[config.mk]
export PLATFORM = sky130hd
export DESIGN_NAME = instr_fetch_unit
export DESIGN_NICKNAME = d
export VERILOG_FILES = /design/src/rtl/instr_fetch_unit.sv
export SDC_FILE = /design/constraint.sdc
export NUM_CORES = 1
export LEC_CHECK = 0
export BUFFER_PORTS_ARGS = -buffer_cell sky130_fd_sc_hd__buf_2
export CORE_MARGIN = 3
export CORE_UTILIZATION = 50
export CTS_BUF_LIST = sky130_fd_sc_hd__clkbuf_4 sky130_fd_sc_hd__clkbuf_8
export DETAILED_ROUTE_END_ITERATION = 10
export PLACE_DENSITY = 0.74
export SETUP_SLACK_MARGIN = 0.3
export SLEW_MARGIN = 0
export SYNTH_ARGS = -nofsm -noshare
export SYNTH_HDL_FRONTEND = slang
export SYNTH_SLANG_ARGS = --single-unit
[constraint.sdc]
create_clock -name clk -period 2.9 [get_ports clk]
set_clock_uncertainty 0.15 [all_clocks]
set_input_delay 0.145 -clock clk [delete_from_list [all_inputs] [get_ports clk]]
set_output_delay 0.145 -clock clk [all_outputs]
set_load 0.005 [all_outputs]
[src/rtl/instr_fetch_unit.sv]
// -----------------------------------------------------------------------------
// instr_fetch_unit
//
// Fetch stage sitting directly in front of the instruction memory. It owns the
// program counter, presents the word address to imem combinationally, captures
// the returned instruction word and buffers up to two {pc, instr} entries. The
// entries are handed to decode over a valid/ready handshake. A redirect from
// execute reloads the PC and flushes everything buffered.
//
// Optional feature macro: FETCH_PERF_EN
//   When defined, the perf_fetched and perf_flushed counter ports are added.
//
// Ports
//   clk            in   1       rising-edge clock
//   reset_n        in   1       asynchronous active-low reset
//   fetch_en       in   1       1 = fetch allowed, 0 = hold PC and stop pushing
//   imem_addr      out  ADDR_W  word address to imem (pc[ADDR_W+1:2])
//   imem_data      in   32      instruction word from imem (combinational)
//   redirect_valid in   1       load redirect_pc and flush the queue
//   redirect_pc    in   PC_W    redirect target, low two bits ignored
//   out_valid      out  1       queue head valid
//   out_ready      in   1       decode accepts the head this cycle
//   out_instr      out  32      head instruction word
//   out_pc         out  PC_W    head PC
//   out_pc_plus4   out  PC_W    head PC + 4
//   perf_fetched   out  32      (FETCH_PERF_EN) entries popped by decode
//   perf_flushed   out  32      (FETCH_PERF_EN) entries discarded by redirects
// -----------------------------------------------------------------------------
module instr_fetch_unit #(
    parameter int              PC_W     = 32,
    parameter int              ADDR_W   = 6,
    parameter logic [PC_W-1:0] RESET_PC = 32'h0000_0000
) (
    input  logic              clk,
    input  logic              reset_n,
    input  logic              fetch_en,
    output logic [ADDR_W-1:0] imem_addr,
    input  logic [31:0]       imem_data,
    input  logic              redirect_valid,
    input  logic [PC_W-1:0]   redirect_pc,
    output logic              out_valid,
    input  logic              out_ready,
    output logic [31:0]       out_instr,
    output logic [PC_W-1:0]   out_pc,
    output logic [PC_W-1:0]   out_pc_plus4
`ifdef FETCH_PERF_EN
    ,
    output logic [31:0]       perf_fetched,
    output logic [31:0]       perf_flushed
`endif
);

    localparam logic [PC_W-1:0] PC_STEP     = PC_W'(32'd4);
    localparam logic [PC_W-1:0] PC_RESET_AL = {RESET_PC[PC_W-1:2], 2'b00};

    // Architectural state: PC plus a two-deep shift queue (entry 0 is the head).
    logic [PC_W-1:0] pc_r;
    logic [PC_W-1:0] e0_pc_r;
    logic [PC_W-1:0] e1_pc_r;
    logic [31:0]     e0_instr_r;
    logic [31:0]     e1_instr_r;
    logic [1:0]      count_r;

    logic [PC_W-1:0] pc_nxt_s;
    logic [PC_W-1:0] e0_pc_nxt_s;
    logic [PC_W-1:0] e1_pc_nxt_s;
    logic [31:0]     e0_instr_nxt_s;
    logic [31:0]     e1_instr_nxt_s;
    logic [1:0]      count_nxt_s;

    logic            full_s;
    logic            push_s;
    logic            pop_s;
    logic            unused_s;

    // The low redirect bits are deliberately dropped; keep them visibly consumed.
    assign unused_s  = ^redirect_pc[1:0];

    // Fullness is judged on the pre-pop count, so a pop never frees room for a
    // push in the same cycle.
    assign full_s    = (count_r == 2'd2);
    assign push_s    = fetch_en & ~full_s & ~redirect_valid;
    assign pop_s     = out_valid & out_ready;

    assign imem_addr    = pc_r[ADDR_W+1:2];
    assign out_valid    = (count_r != 2'd0);
    assign out_pc       = e0_pc_r;
    assign out_instr    = e0_instr_r;
    assign out_pc_plus4 = e0_pc_r + PC_STEP;

    // Next-state for PC and queue; a redirect overrides push and pop.
    always_comb begin
        pc_nxt_s       = pc_r;
        e0_pc_nxt_s    = e0_pc_r;
        e1_pc_nxt_s    = e1_pc_r;
        e0_instr_nxt_s = e0_instr_r;
        e1_instr_nxt_s = e1_instr_r;
        count_nxt_s    = count_r;

        if (redirect_valid) begin
            pc_nxt_s    = {redirect_pc[PC_W-1:2], 2'b00};
            count_nxt_s = 2'd0;
        end else begin
            if (push_s) begin
                pc_nxt_s = pc_r + PC_STEP;
            end else begin
                pc_nxt_s = pc_r;
            end

            case ({push_s, pop_s})
                2'b01: begin
                    e0_pc_nxt_s    = e1_pc_r;
                    e0_instr_nxt_s = e1_instr_r;
                    count_nxt_s    = count_r - 2'd1;
                end
                2'b10: begin
                    if (count_r == 2'd0) begin
                        e0_pc_nxt_s    = pc_r;
                        e0_instr_nxt_s = imem_data;
                    end else begin
                        e1_pc_nxt_s    = pc_r;
                        e1_instr_nxt_s = imem_data;
                    end
                    count_nxt_s = count_r + 2'd1;
                end
                2'b11: begin
                    // Only reachable with one entry: the new word becomes the head.
                    e0_pc_nxt_s    = pc_r;
                    e0_instr_nxt_s = imem_data;
                    count_nxt_s    = count_r;
                end
                default: begin
                    count_nxt_s = count_r;
                end
            endcase
        end
    end

    // PC and queue registers.
    always_ff @(posedge clk or negedge reset_n) begin
        if (!reset_n) begin
            pc_r       <= PC_RESET_AL;
            e0_pc_r    <= '0;
            e1_pc_r    <= '0;
            e0_instr_r <= 32'd0;
            e1_instr_r <= 32'd0;
            count_r    <= 2'd0;
        end else begin
            pc_r       <= pc_nxt_s;
            e0_pc_r    <= e0_pc_nxt_s;
            e1_pc_r    <= e1_pc_nxt_s;
            e0_instr_r <= e0_instr_nxt_s;
            e1_instr_r <= e1_instr_nxt_s;
            count_r    <= count_nxt_s;
        end
    end

`ifdef FETCH_PERF_EN
    logic [31:0] perf_fetched_r;
    logic [31:0] perf_flushed_r;
    logic [1:0]  flush_cnt_s;

    // A pop coincident with a redirect still reaches decode, so only the
    // remaining entries count as flushed.
    assign flush_cnt_s  = count_r - {1'b0, pop_s};
    assign perf_fetched = perf_fetched_r;
    assign perf_flushed = perf_flushed_r;

    // Free-running performance counters, wrapping modulo 2**32.
    always_ff @(posedge clk or negedge reset_n) begin
        if (!reset_n) begin
            perf_fetched_r <= 32'd0;
            perf_flushed_r <= 32'd0;
        end else begin
            if (pop_s) begin
                perf_fetched_r <= perf_fetched_r + 32'd1;
            end else begin
                perf_fetched_r <= perf_fetched_r;
            end
            if (redirect_valid) begin
                perf_flushed_r <= perf_flushed_r + {30'd0, flush_cnt_s};
            end else begin
                perf_flushed_r <= perf_flushed_r;
            end
        end
    end
`endif

endmodule
==> results.ini <==
[drt]
drc=0
dr_total_vias=6446
vias_per_cell=5.37
antenna_left=0
firstDrtPassIters=5
wl_per_cell_um=15.9
drt-total-wl_um=19100
first_iter_violations=492

[setup_path]
arrival_ps=2120
required_ps=2610
cp-end-kind=primary output
startpoint_type=flip-flop
r2r-end=pc_r[31]
crit_fanout=6
reg2reg_depth=4
r2r_slack_ps=690
critPathKind=reg2out
rr_startpoint=pc_r[14]

[yosys]
ys_types=54
synthMuxAreaShare=0.168
syn-cell-area_um2=7910
synth_adder_area_share=0.00317
synthCells=746
ys.warnings.count=0
syn_area_per_cell_um2=10.6
ys_seq_area_frac=0.494
synth_xor_area_frac=0.0388
synth-edff-count=0
yosys.area_share.simple=0.165
synthFlopType=dfrtp_1
synth_top_family_by_area=multiplexers
synth_compound_area_frac=0.0864
synth-seq-cells=156
postSynth.asyncResetShare=1.00

[global_route]
grt_usage=0.223
grt_pass1_wl_um=31900
grt_overflow=0
grt_pass1_vias=6326
antenna_found_initial=0
grt_max_degree=82

[layout]
syn_to_final_growth_pct=29.0
final_cell_mix=buf_2 (164), dfrtp_1 (154), nor2_1 (81)
final_common_cell=buf_2
insertedDiodeCount=0
final_cell_count_no_fill=1200
drive_gt1_frac=0.307
finalNetCount=1047

[sta]
drv_slew=0
fin_crit_sh=0.834
maxClockFrequency_mhz=414
finalHoldViolCount=0
tightest_slew_ps=740
tns_ps=0
post-route-min-period_ps=2420
slew-limit-headroom=0.507
rsz0062_at_grt=yes
setup_viol=0

[place]
dp_hpwl_um=12900
dp_cells=1087
gp_congestion=0.831
port_buffers=165

[floorplan]
fp.dieH_um=132
num_io_pins=172
die_area_um2=17400
rows=45
core_um2=15300
initial_core_util=0.516
die_w_um=132

[job]
maxCapViolations=0

[min_path]
min_to=count_r[1]
hold_depth=4
hp-class=in2reg
hold_start=fetch_en

[power_and_ir_drop]
power.density_nw_per_um2=638
p_leak_nw=4.69
peakVddDrop_mv=0.304

[clocking]
cts_buffers=17
h-tree-depth=4
clockRootBuffer=clkbuf_8
clock-sinks=156
cts_buffer_depth=2
insertion_delay_ps=440
clkTransAtPathRegs_ps=90
tritoncts=done

[run_status]
status=finished clean

[critical path, stage by stage, from the launching register on]
cell     delay [ps]
dfrtp_2         430
ha_2            230
nand4_1          90
buf_4           170
nor4_4          190
buf_4           180
nand4_1         110
xnor2_1         140
buf_2           130
[per-layer routing]
layer | up-vias | track usage | wire length [um]
li1 | 3147 | - | -
met1 | 3115 | 0.309 | 8750
met2 | 168 | 0.365 | 9290
met3 | 16 | 0.0397 | 838
met4 | 0 | 0.0648 | 233
met5 | - | 0 | 0
[layout make-up]
class | instances | area (um2)
Fill cell | 1244 | 5120
Sequential cell | 156 | 3910
Multi-Input combinational cell | 531 | 3730
Timing Repair Buffer | 265 | 1840
Tap cell | 211 | 264
Clock buffer | 18 | 248
Clock inverter | 14 | 185
Inverter | 5 | 18.8
[registers in the layout (all words and copies together) (netlist names)]
signal	flops
count_r	2
e1_pc_r	30
e1_instr_r	32
out_instr	32
out_pc	30
pc_r	30
[how the worst max path moves through the flow]
stage / cells past startpoint / endpoint / from
detailed placement: 6 / out_pc_plus4[30] / out_pc[2]
global placement: 6 / out_pc_plus4[26] / out_pc[2]
global route: 8 / out_pc_plus4[22] / out_pc[3]
CTS: 8 / out_pc_plus4[22] / out_pc[2]
floorplan: 4 / out_pc_plus4[21] / out_pc[7]
finish: 8 / out_pc_plus4[22] / out_pc[2]
[synth_stat cells (2+ instances only)]
cell / n / area [um2]
or3_1: 3 / 18.8
o31ai_1: 14 / 105
xor2_1: 10 / 87.6
nor2_1: 81 / 304
and3_1: 7 / 43.8
nand3_1: 38 / 190
a21oi_1: 66 / 330
dfrtp_1: 156 / 3900
buf_6: 2 / 22.5
a31oi_1: 12 / 75.1
dlygate4sd1_1: 2 / 17.5
or4_1: 11 / 82.6
ha_1: 2 / 25.0
nand4_1: 27 / 169
a22oi_1: 7 / 52.6
nand2_1: 32 / 120
nor4_1: 2 / 12.5
o21ai_0: 14 / 70.1
nor2b_1: 8 / 50.1
buf_4: 13 / 97.6
nor3_1: 9 / 45.0
mux2_2: 62 / 698
and2_1: 4 / 25.0
nor3b_1: 3 / 22.5
clkbuf_1: 15 / 56.3
nor4b_1: 2 / 17.5
o211ai_1: 2 / 15.0
and4_1: 4 / 35.0
inv_1: 4 / 15.0
nor4_2: 2 / 25.0
xnor2_1: 25 / 219
mux2i_1: 63 / 631
buf_2: 23 / 115
[kinds of logic after synthesis]
| group | after synthesis |
|---|---|
| muxes | 125 |
| other | 1 |
| and+or+nand+nor | 246 |
| buffers and inverters | 62 |
| AOI/OAI and AO/OA | 119 |
| DFF | 156 |
| xor gates and xnor gates | 35 |
| adders and majority gates | 2 |
[per-stage QoR]
step	utilization	instance area, um2	hold WS (ps)	worst slack (ps)	total power, mW
finish	0.666	10200	48.0	483	6.50
CTS	0.664	10200	34.2	342	6.53
detailed placement	0.584	8940	87.5	569	4.70
global route	0.666	10200	41.0	279	6.91
global placement	0.584	8940	90.3	640	4.63
floorplan	-	7920	-301	1100	4.00
[where the power goes]
| group | switching [mW] | internal (mW) |
|---|---|---|
| combinational | 0.755 | 0.897 |
| clock | 0.851 | 0.893 |
| sequential | 0.432 | 2.67 |
[timing repair]
item | 4_1_cts | 5_1_grt
hold endpoints to repair | 174 | 0
gates resized for setup | 4 | 3
pin swaps | 3 | 1
hold buffers | 73 | 0
gates cloned | 0 | 0
setup buffers | 5 | 3
setup endpoints to repair | 17 | 8
(Power assumes the default switching activity.)
